## src/rtl/dmem_arb.sv

```systemverilog
// dmem_arb: two-requester arbiter in front of a single data-memory port.
// The CPU wins by default; a starvation guard and locked DMA bursts bound the loader's latency.

`ifndef SIZE_ADDR
`define SIZE_ADDR 16
`endif
`ifndef SIZE_DATA
`define SIZE_DATA 32
`endif

module dmem_arb #(
    parameter int ADDR_W    = `SIZE_ADDR,
    parameter int DATA_W    = `SIZE_DATA,
    parameter int MAX_WAIT  = 4,
    parameter int BURST_MAX = 8
) (
    input  logic              iw_clk,
    input  logic              iw_rst,

    input  logic              iw_cpu_req,
    input  logic              iw_cpu_we,
    input  logic [ADDR_W-1:0] iw_cpu_addr,
    input  logic [DATA_W-1:0] iw_cpu_wdata,
    output logic              ow_cpu_gnt,
    output logic              ow_cpu_rvalid,
    output logic [DATA_W-1:0] ow_cpu_rdata,
    output logic              ow_stall,

    input  logic              iw_dma_req,
    input  logic              iw_dma_lock,
    input  logic              iw_dma_we,
    input  logic [ADDR_W-1:0] iw_dma_addr,
    input  logic [DATA_W-1:0] iw_dma_wdata,
    output logic              ow_dma_gnt,
    output logic              ow_dma_rvalid,
    output logic [DATA_W-1:0] ow_dma_rdata,

    output logic              ow_mem_we,
    output logic [ADDR_W-1:0] ow_mem_addr,
    output logic [DATA_W-1:0] ow_mem_wdata,
    input  logic [DATA_W-1:0] iw_mem_rdata
);

    localparam int WAIT_W  = $clog2(MAX_WAIT + 1);
    localparam int BURST_W = $clog2(BURST_MAX + 1);

    localparam logic [WAIT_W-1:0]  WAIT_LAST  = WAIT_W'(MAX_WAIT - 1);
    localparam logic [WAIT_W-1:0]  WAIT_ZERO  = '0;
    localparam logic [WAIT_W-1:0]  WAIT_ONE   = WAIT_W'(1);
    localparam logic [BURST_W-1:0] BURST_ONE  = BURST_W'(1);
    localparam logic [BURST_W-1:0] BURST_LAST = BURST_W'(BURST_MAX);

    typedef enum logic [1:0] {
        S_CPU   = 2'd0,
        S_FORCE = 2'd1,
        S_LOCK  = 2'd2
    } state_t;

    state_t              state_q, state_d;
    logic [WAIT_W-1:0]   wait_cnt_q, wait_cnt_d;
    logic [BURST_W-1:0]  burst_cnt_q, burst_cnt_d;
    logic [BURST_W-1:0]  burst_next;
    logic                cool_q, cool_d;
    logic                cpu_rvalid_q, cpu_rvalid_d;
    logic                dma_rvalid_q, dma_rvalid_d;
    logic                cpu_gnt, dma_gnt;

    // Grants depend only on the current state and requests; both are forced low in reset.
    always_comb begin
        cpu_gnt = 1'b0;
        dma_gnt = 1'b0;
        case (state_q)
            S_CPU: begin
                cpu_gnt = iw_cpu_req;
                dma_gnt = iw_dma_req & ~iw_cpu_req;
            end
            S_FORCE: begin
                dma_gnt = iw_dma_req;
                cpu_gnt = iw_cpu_req & ~iw_dma_req;
            end
            S_LOCK: begin
                dma_gnt = iw_dma_req;
            end
            default: begin
                cpu_gnt = 1'b0;
                dma_gnt = 1'b0;
            end
        endcase
        if (iw_rst) begin
            cpu_gnt = 1'b0;
            dma_gnt = 1'b0;
        end
    end

    always_comb begin
        ow_mem_we    = 1'b0;
        ow_mem_addr  = iw_cpu_addr;
        ow_mem_wdata = iw_cpu_wdata;
        if (dma_gnt) begin
            ow_mem_we    = iw_dma_we;
            ow_mem_addr  = iw_dma_addr;
            ow_mem_wdata = iw_dma_wdata;
        end else if (cpu_gnt) begin
            ow_mem_we    = iw_cpu_we;
        end
        if (iw_rst) begin
            ow_mem_we    = 1'b0;
            ow_mem_addr  = '0;
            ow_mem_wdata = '0;
        end
    end

    // burst_cnt counts grants of the current burst including this one, so the
    // burst ends on the grant that brings it to BURST_MAX.
    always_comb begin
        state_d      = state_q;
        wait_cnt_d   = wait_cnt_q;
        burst_cnt_d  = burst_cnt_q;
        cool_d       = 1'b0;
        burst_next   = (burst_cnt_q < BURST_LAST) ? (burst_cnt_q + BURST_ONE) : burst_cnt_q;
        cpu_rvalid_d = cpu_gnt & ~iw_cpu_we;
        dma_rvalid_d = dma_gnt & ~iw_dma_we;

        case (state_q)
            S_CPU: begin
                if (dma_gnt || !iw_dma_req) begin
                    wait_cnt_d = WAIT_ZERO;
                end else if (wait_cnt_q == WAIT_LAST) begin
                    state_d = S_FORCE;
                end else begin
                    wait_cnt_d = wait_cnt_q + WAIT_ONE;
                end
                if (dma_gnt && iw_dma_lock && !cool_q) begin
                    burst_cnt_d = BURST_ONE;
                    if (BURST_ONE == BURST_LAST) begin
                        cool_d = 1'b1;
                    end else begin
                        state_d = S_LOCK;
                    end
                end
            end
            S_FORCE: begin
                wait_cnt_d = WAIT_ZERO;
                state_d    = S_CPU;
                if (dma_gnt && iw_dma_lock && !cool_q) begin
                    burst_cnt_d = BURST_ONE;
                    if (BURST_ONE == BURST_LAST) begin
                        cool_d = 1'b1;
                    end else begin
                        state_d = S_LOCK;
                    end
                end
            end
            S_LOCK: begin
                wait_cnt_d = WAIT_ZERO;
                if (dma_gnt) begin
                    burst_cnt_d = burst_next;
                end
                if (!iw_dma_lock || !iw_dma_req || (dma_gnt && burst_next == BURST_LAST)) begin
                    state_d = S_CPU;
                    cool_d  = 1'b1;
                end
            end
            default: begin
                state_d    = S_CPU;
                wait_cnt_d = WAIT_ZERO;
            end
        endcase
    end

    always_ff @(posedge iw_clk or posedge iw_rst) begin
        if (iw_rst) begin
            state_q      <= S_CPU;
            wait_cnt_q   <= '0;
            burst_cnt_q  <= '0;
            cool_q       <= 1'b0;
            cpu_rvalid_q <= 1'b0;
            dma_rvalid_q <= 1'b0;
        end else begin
            state_q      <= state_d;
            wait_cnt_q   <= wait_cnt_d;
            burst_cnt_q  <= burst_cnt_d;
            cool_q       <= cool_d;
            cpu_rvalid_q <= cpu_rvalid_d;
            dma_rvalid_q <= dma_rvalid_d;
        end
    end

    assign ow_cpu_gnt    = cpu_gnt;
    assign ow_dma_gnt    = dma_gnt;
    assign ow_stall      = iw_cpu_req & ~cpu_gnt;
    assign ow_cpu_rvalid = cpu_rvalid_q;
    assign ow_dma_rvalid = dma_rvalid_q;
    assign ow_cpu_rdata  = iw_mem_rdata;
    assign ow_dma_rdata  = iw_mem_rdata;

    a_single_grant: assert property (@(posedge iw_clk) disable iff (iw_rst) !(cpu_gnt && dma_gnt));

endmodule

```

## config.mk

```make
export PLATFORM = sky130hd
export DESIGN_NAME = dmem_arb
export DESIGN_NICKNAME = d
export VERILOG_FILES = /design/src/rtl/dmem_arb.sv
export SDC_FILE = /design/constraint.sdc
export NUM_CORES = 1
export LEC_CHECK = 0
export CAP_MARGIN = 25
export CORE_AREA = 2 2 99 101
export DETAILED_ROUTE_END_ITERATION = 8
export DIE_AREA = 0 0 101 103
export GPL_TIMING_DRIVEN = 0
export HOLD_SLACK_MARGIN = 0.15
export PLACE_DENSITY_LB_ADDON = 0.05
export SETUP_SLACK_MARGIN = 0.4
export SLEW_MARGIN = 20
export SYNTH_ARGS = -nofsm -noshare
export SYNTH_HDL_FRONTEND = slang
export SYNTH_SLANG_ARGS = --single-unit
```

## constraint.sdc

```tcl
create_clock -name iw_clk -period 6.5 [get_ports iw_clk]
set_input_delay 1.625 -clock iw_clk [delete_from_list [all_inputs] [get_ports iw_clk]]
set_output_delay 1.625 -clock iw_clk [all_outputs]
set_load 0.02 [all_outputs]
```

* Yosys cells after proc, flatten, opt, wreduce, memory -nomap -nowiden
Index checks and enable logic that the tools add are counted.
Word-level totals: flip-flop bits (word level) 12, bits of input ports 135
Operators by class: bitwise gates (word level) 10, add/subtract/negate cells 2, muxes and demuxes 26, reduce and logical (&&, ||, !) cells 15, order comparisons 1, equality and inequality tests 10
Operators with widths (number):
- 32-bit two-way mux | 2
- 16-bit two-way mux | 2
- 4-bit two-way mux | 3
- 2-bit two-way mux | 5
- 3-bit two-way mux | 3
- 3-bit != test (second input constant) | 3
- 4-bit case mux with 2 select lines | 1
- 1-bit two-way mux | 7
- 2-bit case mux with 3 select lines | 1
- 3-bit AND reduction | 2
- 1-bit AND | 5
- 1-bit inverter | 5
- 4-bit by 1-bit adder with 4-bit output (second input constant) | 1
- 4-bit equality test (second input constant) | 1
- 4-bit < comparator (second input constant) | 1
- 2-bit != test (second input constant) | 2
- 1-bit case mux with 2 select lines | 2
- 2-bit OR reduction | 2
- 3-bit by 1-bit adder with 3-bit output (second input constant) | 1
- 3-bit by 2-bit equality test with 1-bit output (second input constant) | 1
- 1-bit logical AND | 3
- 1-bit zero test | 3
- 1-bit logical OR | 3
- 2-bit by 1-bit equality test with 1-bit output (second input constant) | 1
- 4 further kinds | 4

* Longest topological paths before layout
Gate-level depths: netlist (run 1).
word-level depth 8, depth in mapped cells 9, gate-level depth less buffers 7

* Worst setup path after synthesis (run 1)
No wires, ideal clock.
kind input -> output, start point input iw_rst, end point output ow_mem_addr[10], arrival time 2.746 ns, data required time 4.875 ns, stages on the path 7, setup slack 2.129 ns, cells stage by stage nor3b_4 -> o21ai_2 -> inv_2 -> buf_6 -> buf_6 -> nand2_1 -> a21oi_1
On the way: word-level cells in the longest chain between the ends 3
Ends and longest elaborated chain:
- start: declaration | line 18 | input logic iw_rst,
- 1-bit two-way mux | line 89 | if (iw_rst) begin
- via ow_dma_gnt | line 34 | output logic ow_dma_gnt,
- 16-bit two-way mux | line 99 | if (dma_gnt) begin
- 16-bit two-way mux | line 106 | if (iw_rst) begin
- end: declaration | line 39 | output logic [ADDR_W-1:0] ow_mem_addr,
The timed path passes the listed nets, and every way through them passes these cells.

* Final worst setup path (run 1)
start point input iw_dma_req, end point output ow_mem_addr[14]
On the way: word-level cells in the longest chain between the ends 5
Ends and longest elaborated chain:
- start: declaration | line 29 | input logic iw_dma_req,
- 1-bit AND | line 75 | dma_gnt = iw_dma_req & ~iw_cpu_req;
- 1-bit case mux with 2 select lines * | line 72 | case (state_q)
- 1-bit two-way mux * | line 89
- 16-bit two-way mux * | line 99
- 16-bit two-way mux * | line 106
Every way passes the cells marked *; elsewhere a longest branch is shown, timed or not.

==> impl_results.md, run 1 <==
* Post-CTS setup buffers at 0
* Largest net degree at the start of global routing at 14
* Initial DRC Count at 84
* Fmax achieved at 0.176 GHz
* Startpoint Class: primary input
* Final Cell Area at 4400 um^2
* Syn Nets at 454
* Vias at 2747
* Switching Fraction at 0.447
* # port buffers at 220
* Antenna Cells at 0
* Critical path's slowest cell: clkdlybuf4s50_1
* Drt drc at 0
* Initial DRT Pass Iterations at 4
* Ys flop type: dfrtp_1
* Core Rows at 36
* Max FO, Critical Path at 10
* Max-cap viol count at 0
* Routability Congestion at 0.813
* Gate Count Post-Synth at 312
* CP required at 4.88 ns
* Register area share after synthesis at 0.150
* Hold Crit Class: reg -> reg
* Post-synth EDFFs at 0
* Critical path's top delay family: buffers and inverters
* Pre-CTS WS at 0.830 ns
* Power Density at 186 nW/um^2
* Clk_skew at 0.00181 ns
* CP Depth at 9
* Initial antenna violation count at 0
* Relative slew slack at 0.672
* Slew @ Worst Pin at 0.491 ns
* GRT overflow at 0
* Tmin final at 5.67 ns
* Clock Latency Late Sink at 0.24 ns
* Ys Warns at 0
* Hold Path Cell Cnt at 2
* Die area at 10400 um^2
* Vias/cell at 4.23
* Share of cells above drive strength 1 at 0.147
* CTS tree: built
* CTS Buf Count at 3
* Clock power share at 0.101
* Int Power at 0.000453 W
* Distinct cell type count after synthesis at 41
* CTS sink cnt at 12
* Post-detail-place hpwl at 8.48 mm
* Worst-case clock buffer depth at 2
* Leak at 1.93 nW
* Period utilisation layout at 0.872
* Switch Pwr at 0.000366 W
* Crit-path cells: clkdlybuf4s50_1 > nor3b_4 > o21ai_2 > inv_2 > buf_6 > buf_6 > nand2_1 > a21oi_1 > clkdlybuf4s50_1
* Avg Inst Size Synth at 6.40 um^2
* Clk root buf: clkbuf_8
* First-pass GRT wire length at 13.7 mm
* Combinational power share at 0.753
* GRT Util Overall at 0.170
* Vias in the first global route at 2443
* Crit path kind: in -> out
* Synthesis-to-layout area growth at 120%
* Synth Register Bits at 12
* VDD IR max at 0.182 mV
* RSZ-0062 raised after global routing: false
* # fillers at 953
* Post-cts sizing count at 0
* Routed wire length at 10.1 mm
* H-Tree Depth at 1
* IO Pins at 253
* Initial Util at 0.211
* Die height at 103 um
* Core area at 9460 um^2
* Pins over their slew limit at 0
* Setup ws final at 0.830 ns
* Die X at 101 um
* Critical path endpoint category: output pin
* Mapped cell area at 2000 um^2
* Final ANT Viol Nets at 0
* Final setup viols at 0
* Seq pwr share at 0.145
* Status: finished, final reports clean
* CTS Hold Bufs at 0
* Post-synth ARST share at 1.00
* Reg2reg path depth at 8
* Critical path's largest stage delay at 0.65 ns
* Placed inst area at 4340 um^2
* Total negative setup slack at 0 ns
* Clock-pin slew on the worst setup and hold paths at 0.05 ns
* Routed len/inst at 15.5 um
* Worst EP arrival at 4.04 ns
* Overall power consumption at 0.000819 W
* CP bufs+invs at 5
* Fin. Hold Viols at 0
* Final #Nets at 679
power groups by stage:
| stage | Combinational (W) | Sequential (W) | Clock (W) |
|---|---|---|---|
| 3_3_place_gp | 0.000615 | 0.000119 | 0 |
| 4_1_cts | 0.000623 | 0.000119 | 0.0000831 |
| 2_1_floorplan | 0.000357 | 0.000116 | 0 |
| 6_report | 0.000617 | 0.000119 | 0.0000829 |
| 3_5_place_dp | 0.000619 | 0.000120 | 0 |
| 5_1_grt | 0.000670 | 0.000124 | 0.0000850 |
metal layers:
layer | up-vias | GRT usage | routed length, um | share of wire
met4 | 0 | 0.0333 | 90 | 0.0089
met2 | 101 | 0.307 | 5250 | 0.52
met5 | - | 0 | 0 | 0
li1 | 1406 | - | - | -
met1 | 1234 | 0.213 | 4060 | 0.40
met3 | 6 | 0.0298 | 697 | 0.069
cells in the mapped netlist (all sizes together), types with 2 or more instances:
cell type / instances / share of area
xor2: 2 / 0.0088
dfrtp: 12 / 0.15
and3: 2 / 0.0063
inv: 8 / 0.015
buf: 72 / 0.28
nand2: 100 / 0.19
nor2: 10 / 0.019
ha: 7 / 0.044
clkbuf: 9 / 0.017
o211ai: 4 / 0.015
o22a: 2 / 0.0088
nand3: 2 / 0.0050
o21ai: 2 / 0.0069
nor3: 2 / 0.0050
nor2b: 5 / 0.016
nand2b: 2 / 0.0063
nand3b: 2 / 0.0075
a21oi: 51 / 0.13
area by class of cell:
cell class,count,area (um^2),area share
sequential,12,300,0.0683
clock buffer,4,55.1,0.0125
buffer,81,584,0.133
tap,114,143,0.0325
inverter,8,30.0,0.00683
multi-input combinational,211,1080,0.246
timing repair buffer,220,2200,0.501
worst paths after layout:
check                                           from                    endpoint  slack (ns)
min in group asynchronous                     iw_rst  burst_cnt_q[2]$_DFFE_PP0P_        1.94
setup reg to reg              state_q[1]$_DFFE_PP0P_      state_q[1]$_DFFE_PP0P_        4.44
hold / removal             wait_cnt_q[2]$_DFFE_PP0P_   wait_cnt_q[2]$_DFFE_PP0P_        0.53
max in group asynchronous                     iw_rst   wait_cnt_q[0]$_DFFE_PP0P_        4.23
setup / recovery                          iw_dma_req             ow_mem_addr[14]        0.83
hold reg to reg            wait_cnt_q[2]$_DFFE_PP0P_   wait_cnt_q[2]$_DFFE_PP0P_        0.53
layout by cell type (no fill, tap or decap), drive strengths merged, types with 2 or more instances in the layout:
master         count
xor2               2
a21oi             51
buf               72
nor3               2
clkbuf            13
o21ai              2
nor2b              5
o211ai             4
nand2b             2
and3               2
nor2              10
nand3b             2
ha                 7
nand2            100
inv                8
dfrtp             12
nand3              2
clkdlybuf4s50    220
o22a               2
logic make-up (layout without fill, tap and decap cells):
kind of cell | Yosys count | count (layout) | synth area share
xor+xnor | 2 | 2 | 0.00878
buf+inv | 89 | 313 | 0.308
mux | 1 | 1 | 0.00502
simple gates | 129 | 129 | 0.271
flops | 12 | 12 | 0.150
compound gates | 72 | 72 | 0.213
fa+ha+maj | 7 | 7 | 0.0439
worst min-delay path, stage by stage (launching register included):
cell	delay (ns)
dfrtp_1	0.35
a21oi_1	0.06
nor2_1	0.07
state kept, by name (all words and copies together), names as in the netlist:
name / cells
state_q: 2
ow_cpu_rvalid: 1
cool_q: 1
ow_dma_rvalid: 1
wait_cnt_q: 3
burst_cnt_q: 4
metrics by stage:
step | std cells | util | hold slack [ns]
global route | 650 | 0.465 | 0.564
floorplan | 312 | - | 0.480
detailed placement | 646 | 0.459 | 0.515
finish | 650 | 0.465 | 0.525
CTS | 650 | 0.465 | 0.525
global placement | 646 | 0.459 | 0.498
No activity file was read; power rests on OpenSTA's default activity.
==> run 2: changes to the inputs <==
--- a/config.mk
+++ b/config.mk
@@ -5,14 +5,16 @@
 export SDC_FILE = /design/constraint.sdc
 export NUM_CORES = 1
 export LEC_CHECK = 0
+export ABC_AREA = 1
 export CAP_MARGIN = 25
-export CORE_AREA = 2 2 99 101
+export CORE_AREA = 4 4 97 99
 export DETAILED_ROUTE_END_ITERATION = 8
 export DIE_AREA = 0 0 101 103
 export GPL_TIMING_DRIVEN = 0
 export HOLD_SLACK_MARGIN = 0.15
 export PLACE_DENSITY_LB_ADDON = 0.05
 export SETUP_SLACK_MARGIN = 0.4
+export SKIP_LAST_GASP = 1
 export SLEW_MARGIN = 20
 export SYNTH_ARGS = -nofsm -noshare
 export SYNTH_HDL_FRONTEND = slang
==> run 2 against run 1 <==
Against the previous run:
- area after synthesis down 1.6%
- clock skew grew 0.0042 ns
- critical path depth is 2 lower
- flip-flop and latch count unchanged
- total power shrank 9.5%
- cell count is 2.3% higher
- hold slack got worse by 0.00066 ns
- critical endpoint unchanged
- largest cell class unchanged
==> impl_results.md, run 2 <==
* Routability Congestion at 0.769 (was 0.813)
* CTS sink cnt at 12 (unchanged)
* # fillers at 864 (was 953)
* RSZ-0062 raised after global routing: false (unchanged)
* Final #Nets at 700 (was 679)
* H-Tree Depth at 1 (unchanged)
* Vias in the first global route at 2521 (was 2443)
* Die area at 10400 um^2 (unchanged)
* Routed len/inst at 14.8 um (was 15.5 um)
* Final setup viols at 0 (unchanged)
* Hold Startpoint: wait_cnt_q[2]$_DFFE_PP0P_ (unchanged)
* Worst-case clock buffer depth at 2 (unchanged)
* Synth Register Bits at 12 (unchanged)
* Clk root buf: clkbuf_8 (unchanged)
* Vias/cell at 4.11 (was 4.23)
* Final ANT Viol Nets at 0 (unchanged)
* Clock-pin slew on the worst setup and hold paths at 0.06 ns (was 0.05 ns)
* Ys flop type: dfrtp_1 (unchanged)
* Initial Util at 0.230 (was 0.211)
* Synth top cells by count: nor2_1, buf_4, o21ai_0, nand2_1, inv_1 (was nand2_1, buf_4, a21oi_1, dfrtp_1, nor2_1)
* Register area share after synthesis at 0.153 (was 0.150)
* Fin Hold WS at 0.525 ns (about the same)
* Synthesis-to-layout area growth at 122% (was 120%)
* Largest register FFs at 4 (unchanged)
* CTS Buf Count at 3 (unchanged)
* Total negative setup slack at 0 ns (unchanged)
* Clock Latency Late Sink at 0.24 ns (about the same)
* Startpoint Class: primary input (unchanged)
* Largest net degree at the start of global routing at 22 (was 14)
* Pins over their slew limit at 0 (unchanged)
* Clk_skew at 0.00598 ns (was 0.00181 ns)
* Max-cap viol count at 0 (unchanged)
* Initial DRT Pass Iterations at 4 (unchanged)
* Relative slew slack at 0.737 (was 0.672)
* VDD IR max at 0.119 mV (was 0.182 mV)
* Die height at 103 um (unchanged)
* Power Density at 170 nW/um^2 (was 186 nW/um^2)
* Post-synth ARST share at 1.00 (unchanged)
* Post-cts sizing count at 0 (unchanged)
* IO Pins at 253 (unchanged)
* Post-synth EDFFs at 0 (unchanged)
* Top cells by area, synth: buf_4, nor2_1, dfrtp_1 (was buf_4, nand2_1, dfrtp_1)
* Tmin final at 5.44 ns (was 5.67 ns)
* Status: finished, final reports clean (unchanged)
* Fmax achieved at 0.184 GHz (was 0.176 GHz)
* Routed wire length at 9.84 mm (was 10.1 mm)
* Core Rows at 34 (was 36)
* Vias at 2732 (was 2747)
* Period utilisation layout at 0.837 (was 0.872)
* Count leader, synth: nor2_1 (was nand2_1)
* Hold Crit Class: reg -> reg (unchanged)
* CP required at 4.88 ns (about the same)
* Biggest regs: burst_cnt_q (4), wait_cnt_q (3), state_q (2) (unchanged)
* Distinct cell type count after synthesis at 22 (was 41)
* Leak at 1.92 nW (was 1.93 nW)
* # port buffers at 220 (unchanged)
* Most common cell after layout, fill and taps aside: clkdlybuf4s50_1 (unchanged)
* Post-detail-place hpwl at 8.57 mm (was 8.48 mm)
* Ys Warns at 0 (unchanged)
* Max FO, Critical Path at 21 (was 10)
* Syn Nets at 475 (was 454)
* Initial antenna violation count at 0 (unchanged)
* Die X at 101 um (unchanged)
* Core area at 8550 um^2 (was 9460 um^2)
* First-pass GRT wire length at 13.5 mm (was 13.7 mm)
* Slew @ Worst Pin at 0.391 ns (was 0.491 ns)
* CTS Hold Bufs at 0 (unchanged)
* Mapped cell area at 1960 um^2 (was 2000 um^2)
* Worst EP arrival at 3.81 ns (was 4.04 ns)
* Worst r2r src: state_q[0]$_DFFE_PP0P_ (was state_q[1]$_DFFE_PP0P_)
* Crit path kind: in -> out (unchanged)
* CTS tree: built (unchanged)
* Fin. Hold Viols at 0 (unchanged)
* Setup crit start: iw_rst (was iw_dma_req)
* Avg Inst Size Synth at 5.90 um^2 (was 6.40 um^2)
* Post-CTS setup buffers at 0 (unchanged)
* GRT overflow at 0 (unchanged)
* Gate Count Post-Synth at 333 (was 312)
* Dominant cell type by area after synthesis: buf_4 (unchanged)
* Share of cells above drive strength 1 at 0.147 (about the same)
* Initial DRC Count at 51 (was 84)
* Antenna Cells at 0 (unchanged)
* Register name with the most flops: burst_cnt_q (unchanged)
* Most frequent cells in the layout: clkdlybuf4s50_1, nor2_1, buf_4 (was clkdlybuf4s50_1, nand2_1, buf_4)
* Critical path endpoint category: output pin (unchanged)
* Synth top area share at 0.249 (was 0.241)
* GRT Util Overall at 0.164 (was 0.170)
* Drt drc at 0 (unchanged)
[run 2: changes by cell type after synthesis, sizes merged, moves of 4 or more]
cell / before / now
a21oi: 51 / 4
inv: 8 / 22
nand2: 100 / 36
nand3: 2 / 10
nor2: 10 / 109
nor2b: 5 / 0
o211ai: 4 / 0
o21ai: 2 / 51
[run 2: final timing paths]
path / to / slack (ns) / cells after the start
max: ow_mem_addr[14] / 1.06 / 7
min: wait_cnt_q[2]$_DFFE_PP0P_ / 0.52 / 2
max reg2reg: wait_cnt_q[1]$_DFFE_PP0P_ / 4.84 / 8
min reg2reg: wait_cnt_q[2]$_DFFE_PP0P_ / 0.52 / 2
max in group asynchronous: state_q[1]$_DFFE_PP0P_ / 3.96 / 4
min in group asynchronous: ow_cpu_rvalid$_DFF_PP0_ / 2.25 / 4
[run 2: cell type report]
type / instances / area (um^2) / share of cell area
buffer: 79 / 569 / 0.131
clock buffer: 4 / 55.1 / 0.0126
inverter: 22 / 85.1 / 0.0195
multi-input combinational: 220 / 1010 / 0.232
sequential: 12 / 300 / 0.0689
tap: 108 / 135 / 0.0310
timing repair buffer: 220 / 2200 / 0.506
[run 2: cell families (layout without fill, tap and decap cells)]
family / Yosys count / in the layout / share of synthesized area
xor gates and xnor gates: 1 / 1 / 0.00446
buffers and inverters: 101 / 325 / 0.333
adders and majority gates: 7 / 7 / 0.0446
AOI/OAI and AO/OA: 56 / 56 / 0.144
and+or+nand+nor: 156 / 156 / 0.321
DFF: 12 / 12 / 0.153
[run 2: stage by stage]
stage                     total power (W)  worst slack [ns]  cells   util  instance area [um^2]
final                            0.000741              1.06    665  0.509                  4360
after global routing             0.000804             0.831    665  0.509                  4360
after CTS                        0.000751             0.998    665  0.509                  4360
after detailed placement         0.000668              1.00    661  0.503                  4300
after global placement           0.000661              1.03    661  0.503                  4300
after floorplan                  0.000416              2.15    333      -                  1960
[run 2: power by group]
part	total (W)	leakage (nW)	switching [W]	internal [W]
logic	0.000558	1.74	0.000289	0.000269
registers	0.000102	0.159	0.0000122	0.0000899
clock network	0.0000804	0.0288	0.0000270	0.0000534
total	0.000741	1.92	0.000329	0.000412
[run 2: worst max-delay path: stages]
cell and delay, ns:
clkdlybuf4s50_1 0.50, inv_1 0.18, clkbuf_2 0.22, buf_2 0.39
o21ai_0 0.15, nor2_1 0.11, clkdlybuf4s50_1 0.64
[run 2: metal layers]
layer,part of all wire,global-route usage,vias to the layer above
li1,-,-,1418
met1,0.38,0.200,1183
met2,0.53,0.306,127
met3,0.086,0.0399,4
met4,0.0043,0.00716,0
met5,0,0,-
